File: config.mk
export PLATFORM = sky130hd
export DESIGN_NAME = seg7_scan_ctrl
export DESIGN_NICKNAME = d
export VERILOG_FILES = /design/src/rtl/seg7_pkg.sv /design/src/rtl/seg7_scan_ctrl_decoder8.sv /design/src/rtl/seg7_scan_ctrl.sv
export SDC_FILE = /design/constraint.sdc
export NUM_CORES = 1
export LEC_CHECK = 0
export BUFFER_PORTS_ARGS = -buffer_cell sky130_fd_sc_hd__buf_2
export CORE_ASPECT_RATIO = 1.2
export CORE_MARGIN = 4
export CORE_UTILIZATION = 54
export DETAILED_ROUTE_END_ITERATION = 6
export GPL_TIMING_DRIVEN = 0
export HOLD_SLACK_MARGIN = 0.03
export PLACE_DENSITY = 0.84
export SLEW_MARGIN = 5
export SYNTH_ARGS = -nofsm -noshare
export SYNTH_HDL_FRONTEND = slang
export SYNTH_HIERARCHICAL = 1
export SYNTH_SLANG_ARGS = --single-unit
export TNS_END_PERCENT = 5
File: constraint.sdc
create_clock -name clk_i -period 2.4 [get_ports clk_i]
set_clock_uncertainty 0.15 [all_clocks]
set_input_delay 0.72 -clock clk_i [delete_from_list [all_inputs] [get_ports clk_i]]
set_output_delay 0.72 -clock clk_i [all_outputs]
set_load 0.1 [all_outputs]
File: src/rtl/seg7_pkg.sv
// Shared constants and helpers for the 7-segment scan controller slice.
package seg7_pkg;

    // All segments and the decimal point dark (active-low outputs).
    localparam logic [7:0] SEG_OFF = 8'hFF;

    // Active-low segment patterns {dp, g..a} for hex digits; entry 0 is rightmost.
    localparam logic [15:0][7:0] SEG_TABLE = {
        8'h8E, 8'h86, 8'hA1, 8'hC6, 8'h83, 8'h88, 8'h98, 8'h80,
        8'hD8, 8'h82, 8'h92, 8'h99, 8'hB0, 8'hA4, 8'hF9, 8'hC0
    };

    // Ceiling log2, but never less than 1 so single-value counters still get a bit.
    function automatic int clog2Min1(input int value);
        int width;
        width = 0;
        while ((1 << width) < value) begin
            width = width + 1;
        end
        if (width < 1) begin
            width = 1;
        end
        return width;
    endfunction

endpackage

File: src/rtl/seg7_scan_ctrl_decoder8.sv
// Hex nibble to active-low 7-segment pattern, decimal point bit left dark.
module Decoder8
    import seg7_pkg::*;
(
    input  logic [3:0] cnt_i,
    output logic [7:0] dout_o
);

    // Pure table lookup; the caller overrides bit 7 with its own decimal point.
    always_comb begin
        dout_o = SEG_TABLE[cnt_i];
    end

endmodule

File: src/rtl/seg7_scan_ctrl.sv
// Time-multiplexed scan controller for a common-anode multi-digit display.
// One shared decoder is stepped across the digits; the displayed value is
// double-buffered so it only changes at frame boundaries.
module seg7_scan_ctrl
    import seg7_pkg::*;
#(
    parameter int NDIG  = 4,
    parameter int DIV   = 50000,
    parameter int GUARD = 16
) (
    input  logic                clk_i,
    input  logic                rst_i,
    input  logic [4*NDIG-1:0]   data_i,
    input  logic [NDIG-1:0]     dp_i,
    input  logic                load_i,
    input  logic                blank_i,
    input  logic                lzbEn_i,
    output logic [7:0]          seg_o,
    output logic [NDIG-1:0]     an_o,
    output logic                frame_o,
    output logic                pending_o
);

    localparam int IDXW = clog2Min1(NDIG);
    localparam int PCW  = clog2Min1(DIV);

    if (NDIG < 1 || NDIG > 8) begin : gBadNdig
        $error("seg7_scan_ctrl: NDIG must be in 1..8");
    end
    if (DIV < GUARD + 2) begin : gBadDiv
        $error("seg7_scan_ctrl: DIV must be at least GUARD+2");
    end

    logic [PCW-1:0]     pc_q, pc_d;
    logic [IDXW-1:0]    idx_q, idx_d;
    logic [4*NDIG-1:0]  activeData_q;
    logic [NDIG-1:0]    activeDp_q;
    logic [4*NDIG-1:0]  pendData_q;
    logic [NDIG-1:0]    pendDp_q;
    logic               pendFlag_q;
    logic [7:0]         seg_q, seg_d;
    logic [NDIG-1:0]    an_q, an_d;
    logic               frame_q, frame_d;

    logic               tick;
    logic               boundary;
    logic [3:0]         nib;
    logic [7:0]         decoded;
    logic [NDIG-1:0]    lzbMask;
    logic               zeroRun;

    // Slot timing: prescaler tick and the last tick of the last digit.
    always_comb begin
        tick     = (pc_q == PCW'(DIV - 1));
        boundary = tick && (idx_q == IDXW'(NDIG - 1));
    end

    // Next prescaler and digit index; idx only moves on a tick and wraps at the last digit.
    always_comb begin
        pc_d  = pc_q + PCW'(1);
        idx_d = idx_q;
        if (tick) begin
            pc_d = '0;
            if (idx_q == IDXW'(NDIG - 1)) begin
                idx_d = '0;
            end else begin
                idx_d = idx_q + IDXW'(1);
            end
        end
    end

    // Pick the active nibble for the current digit and feed the single decoder.
    always_comb begin
        nib = activeData_q[{idx_q, 2'b00} +: 4];
    end

    Decoder8 uDecoder (
        .cnt_i  (nib),
        .dout_o (decoded)
    );

    // Leading-zero mask: a digit above 0 is blank when it and everything left of it is zero.
    always_comb begin
        zeroRun = 1'b1;
        lzbMask = '0;
        for (int i = NDIG - 1; i >= 0; i--) begin
            zeroRun = zeroRun & (activeData_q[4*i +: 4] == 4'h0);
            if (i != 0) begin
                lzbMask[i] = zeroRun & lzbEn_i;
            end
        end
    end

    // Next registered outputs: anodes stay off during the guard window or while blanked.
    always_comb begin
        an_d  = '1;
        seg_d = SEG_OFF;
        if ((pc_q >= PCW'(GUARD)) && !blank_i) begin
            an_d[idx_q] = 1'b0;
            seg_d[7]    = ~activeDp_q[idx_q];
            seg_d[6:0]  = lzbMask[idx_q] ? 7'h7F : decoded[6:0];
        end
        // FRAME is registered one cycle early so it is high during the boundary cycle itself.
        frame_d = (pc_q == PCW'(DIV - 2)) && (idx_q == IDXW'(NDIG - 1));
    end

    // State update: counters, double buffer and output registers.
    always_ff @(posedge clk_i) begin
        if (rst_i) begin
            pc_q         <= '0;
            idx_q        <= '0;
            activeData_q <= '0;
            activeDp_q   <= '0;
            pendData_q   <= '0;
            pendDp_q     <= '0;
            pendFlag_q   <= 1'b0;
            seg_q        <= SEG_OFF;
            an_q         <= '1;
            frame_q      <= 1'b0;
        end else begin
            pc_q    <= pc_d;
            idx_q   <= idx_d;
            seg_q   <= seg_d;
            an_q    <= an_d;
            frame_q <= frame_d;
            if (boundary) begin
                pendFlag_q <= 1'b0;
                if (load_i) begin
                    activeData_q <= data_i;
                    activeDp_q   <= dp_i;
                end else begin
                    activeData_q <= pendData_q;
                    activeDp_q   <= pendDp_q;
                end
            end else if (load_i) begin
                pendData_q <= data_i;
                pendDp_q   <= dp_i;
                pendFlag_q <= 1'b1;
            end
        end
    end

    assign seg_o     = seg_q;
    assign an_o      = an_q;
    assign frame_o   = frame_q;
    assign pending_o = pendFlag_q;

endmodule
# Word level (Yosys, flattened, before mapping)

Memories as Yosys holds them, arrays and structs flattened. A register that Yosys moved wholly into a read port is not among the register bits.
Cells that the tools add are included.

Add/subtract/negate cells: 2
$lt $le $gt $ge: 3
Eq/ne operators: 3
Shifts and indexed selects: 1
Muxes and demuxes: 9
Bitwise operators: 8
Reductions and logical operators: 12

Operators by type and width:

| operator              | number |
|---|---|
| $eq 16x16->1 const B  | 2 |
| $add 16x1->16 const B | 1 |
| $ge 16x5->1 const B   | 1 |
| $mux 16               | 1 |
| $shiftx 16x5->4       | 1 |
| $logic_not 4->1       | 3 |
| $reduce_or 2->1       | 3 |
| $and 1x1->1           | 5 |
| $bmux 1 s2            | 2 |
| $logic_and 1x1->1     | 4 |
| $mux 4                | 1 |
| $not 4->4             | 1 |
| $lt 2x3->1 const B    | 1 |
| $mux 1                | 3 |
| $reduce_or 3->1       | 1 |
| $add 2x1->2 const B   | 1 |
| $demux 1 s2           | 1 |
| $eq 2x2->1 const B    | 1 |
| $ge 2x1->1 const B    | 1 |
| $mux 2                | 1 |
| $not 1->1             | 2 |
| $logic_not 1->1       | 1 |

Register bits after elaboration: 65
Memory bits (read-only): 128
Output and inout port bits: 14
Logic and storage cells: 49
Memories: 1

Memory list:

| memory          | words | width | read ports | clocked after memory_dff | write ports | RTL line                      | RTL |
|---|---|---|---|---|---|---|---|
| (no name shown) | 16    | 8     | 1          | 1                        | 0           | seg7_scan_ctrl_decoder8.sv:11 | `dout_o = SEG_TABLE[cnt_i];` |

# Depth between registers and ports, before layout

Word-level depth: 7
Depth in mapped cells: 8
Depth with buffers taken out: 7

# Modules after synthesis

The synthesis kept the hierarchy.

By module, submodules not included:

| module         | times used | cells each | area each (sq um) | sequential area each (sq um) |
|---|---|---|---|---|
| seg7_scan_ctrl | 1          | 399        | 3712.3            | 1441.4 |
| Decoder8       | 1          | 37         | 271.5             | 0.0 |

# Worst setup path after synthesis

Ideal clock, no wire load.

Path kind: reg-to-reg
From: reg idx_q[0]
To: reg seg_q[3] (netlist: seg_o[3])
Library setup time: 0.129 ns
Data arrival time: 2.180 ns
Data required time: 2.121 ns
Path slack: -0.059 ns
Stages on the path, launching flop included: 9
Cell sequence: dfxtp_1 clkbuf_1 mux4_2 inv_1 ha_1 mux2_4 nand2_1 o21ai_1 nand3b_1

Elaborated cells on any way between the ends: 4
Those cells by class: shift: 1; mux: 2; reduce/logical: 1

RTL lines:

| what                     | RTL line              | RTL |
|---|---|---|
| start: declaration       | seg7_scan_ctrl.sv:35  | `logic [IDXW-1:0] idx_q, idx_d;` |
| start signal: assignment | seg7_scan_ctrl.sv:122 | `idx_q <= idx_d;` |
| $shiftx 16x5->4          | seg7_scan_ctrl.sv:74  | `nib = activeData_q[{idx_q, 2'b00} +: 4];` |
| net nib[0]               | seg7_scan_ctrl.sv:47  | `logic [3:0] nib;` |
| end: declaration         | seg7_scan_ctrl.sv:41  | `logic [7:0] seg_q, seg_d;` |

The timed path passes the listed nets, and every way through them passes these cells. The select of a mux whose other input is x is not followed.
A chain may end at the register's enable or synchronous reset.

# Worst setup path in the final report

From: reg pc_q[13]
To: reg activeData_q[15]

Longest elaborated chain between the ends: 2

Ends and longest elaborated chain:

| what                     | RTL line              | RTL |
|---|---|---|
| start: declaration       | seg7_scan_ctrl.sv:34  | `logic [PCW-1:0] pc_q, pc_d;` |
| start signal: assignment | seg7_scan_ctrl.sv:121 | `pc_q <= pc_d;` |
| $eq 16x16->1             | seg7_scan_ctrl.sv:54  | `tick = (pc_q == PCW'(DIV - 1));` |
| $logic_and 1x1->1        | seg7_scan_ctrl.sv:55  | `boundary = tick && (idx_q == IDXW'(NDIG - 1));` |
| end signal: assignment   | seg7_scan_ctrl.sv:129 | `activeData_q <= data_i;` |
| end signal: assignment   | seg7_scan_ctrl.sv:132 | `activeData_q <= pendData_q;` |
| end: declaration         | seg7_scan_ctrl.sv:36  | `logic [4*NDIG-1:0] activeData_q;` |

Every way passes these cells.

==> impl_results.md <==
- Setup violations, final: 2
- Die width: 86.3 um
- Final hold violations: 0
- Worst-skew pair later-pin latency: 370 ps
- TritonCTS clock tree: built
- Final worst slack: -16.7 ps
- Final net count: 520
- Syn. warnings: 6
- CP Capture Type: flop
- Worst reg-to-reg path cell count: 6
- Max-Slew Margin vs Limit: 0.204
- CP required: 2560 ps
- Overflow after GRT: 0
- DR pass1 iterations: 5
- Max Cap Violations: 0
- Routed via count: 3,692
- Peak VDD IR: 0.564 mV
- Initial Util: 0.553
- Hold buffer count at CTS: 0
- CTS sink cnt: 72
- Min Tclk post-route: 2420 ps
- Most frequent cells in the layout: dfxtp_1, nand2_1, buf_2
- Met3 WL: 746 um
- LEAKAGE: 1.60 nW
- Mean Syn Cell Area: 9.15 sq um
- Largest net degree at the start of global routing: 14
- Post-DP HPWL: 7180 um
- CTS max path bufs: 2
- Run status: finished, violations left
- Fmax: 0.414 GHz
- Antenna diode count: 0
- Routed len/inst: 18.3 um
- Worst hold path class: reg -> reg
- H-tree level count: 3
- Core area: 0.00719 sq mm
- Synth Net Count: 471
- CTS Root Cell: clkbuf_8
- Max layer used: met4
- Placer congestion estimate: 0.894
- Vias per cell: 6.39
- Synth-to-Final Area Change: 18.4%
- PwrDens: 547 mW/mm^2
- Crit Path Category: reg -> reg
- Chip Height: 102 um
- Rows: 34
- R2r endpoint: activeData_q[15]
- Setup crit start: pc_q[13]
- Detail Route Antenna Nets: 0
- # DRC: 0
- All-Layer GR Usage: 0.240
- Critical Path Sink: activeData_q[15]
- Critical path fanouts, max: 10
- Final std cells w/o fill: 578
- Cell Area, Synth: 0.00397 sq mm
- Most common cell after layout, fill and taps aside: dfxtp_1
- Failing checks: setup timing
- DR iter-0 viols: 347
- Vias in the first global route: 3,460
- Post-Synthesis Cells: 434
- Tightest Pin Transition: 1190 ps
- Total power: 2.57 mW
- Share of layout cells above drive strength 1: 0.205
- PortBufs: 37
- Met2 Wirelength: 5260 um
- IO Count: 39
- Drt total wl: 10,600 um
- Flop-to-flop setup slack: -20 ps
- Antenna violations before repair: 0
- Period utilisation layout: 1.01
- Cts bufs inserted: 9
- RSZ-0062 raised after global routing: true
- Dpl cells: 561
- Arrival time of the worst setup path: 2580 ps
- CP Launch Type: flop
- Clock transition at the registers of the reported paths: 80 ps
- Worst flop-to-flop path startpoint: pc_q[13]
- Die Area: 0.00880 sq mm
- First-pass GRT wire length: 16,700 um
- Met1 WL: 4280 um
- Final Slew Violations: 0
## metal layers
| metal | up-vias | track usage |
|---|---|---|
| met1 | 1771 | 0.303 |
| li1 | 1721 | - |
| met4 | 0 | 0.0947 |
| met5 | - | 0 |
| met2 | 169 | 0.399 |
| met3 | 31 | 0.0532 |
## worst max-delay path: stages, from the launching register on
cell	delay [ps]
dfxtp_1	330
or4_4	580
or4_4	550
buf_6	160
buf_8	160
nor4_2	300
a31o_1	140
## sequential cells by signal, indices dropped and copies added (netlist names)
| register | flops |
|---|---|
| pending_o | 1 |
| idx_q | 2 |
| an_o | 4 |
| activeData_q | 16 |
| frame_o | 1 |
| activeDp_q | 4 |
| pendDp_q | 4 |
| pendData_q | 16 |
| pc_q | 16 |
| seg_o | 8 |
## power by group
part / switching, mW / internal, mW / leakage, nW
Clock: 0.505 / 0.587 / 0.110
Sequential: 0.0207 / 1.23 / 0.587
Combinational: 0.151 / 0.0813 / 0.908
## layout make-up
cell class                      instances  area [sq um]
Sequential cell                        72          1440
Inverter                               10          37.5
Clock inverter                          7          95.1
Multi-Input combinational cell        312          2480
Clock buffer                            9           124
Timing Repair Buffer                   38           193
Tap cell                               90           113
Buffer                                 40           221
Fill cell                             567          2490
## worst min path at each step
stage                        startpoint            end  slack (ps)  cells after the start
after global placement          pc_q[0]        pc_q[0]         300                      1
after CTS                 activeDp_q[1]  activeDp_q[1]         330                      1
final                           pc_q[0]        pc_q[0]         330                      1
after global routing      activeDp_q[1]  activeDp_q[1]         350                      1
after detailed placement  activeDp_q[1]  activeDp_q[1]         310                      1
after floorplan                 pc_q[0]        pc_q[0]         280                      1
## metrics by stage
stage                     hold slack, ps  instance area [sq um]  worst slack, ps  TNS [ps]   util
after global routing                 351                   4700            -96.5      -520  0.654
after CTS                            332                   4570            -33.1      -346  0.636
after global placement               299                   4270             -324     -5240  0.594
final                                325                   4700            -16.7     -20.3  0.654
after detailed placement             315                   4270             -341     -5940  0.594
after floorplan                      280                   3970              116         0      -
## repair_timing
| action | 4_1_cts | 5_1_grt |
|---|---|---|
| pin swaps | 1 | 1 |
| gates resized for setup | 9 | 27 |
| endpoints found under the setup margin | 41 | 52 |
| setup buffers | 1 | 0 |
Power figures use the tool's default switching activity.
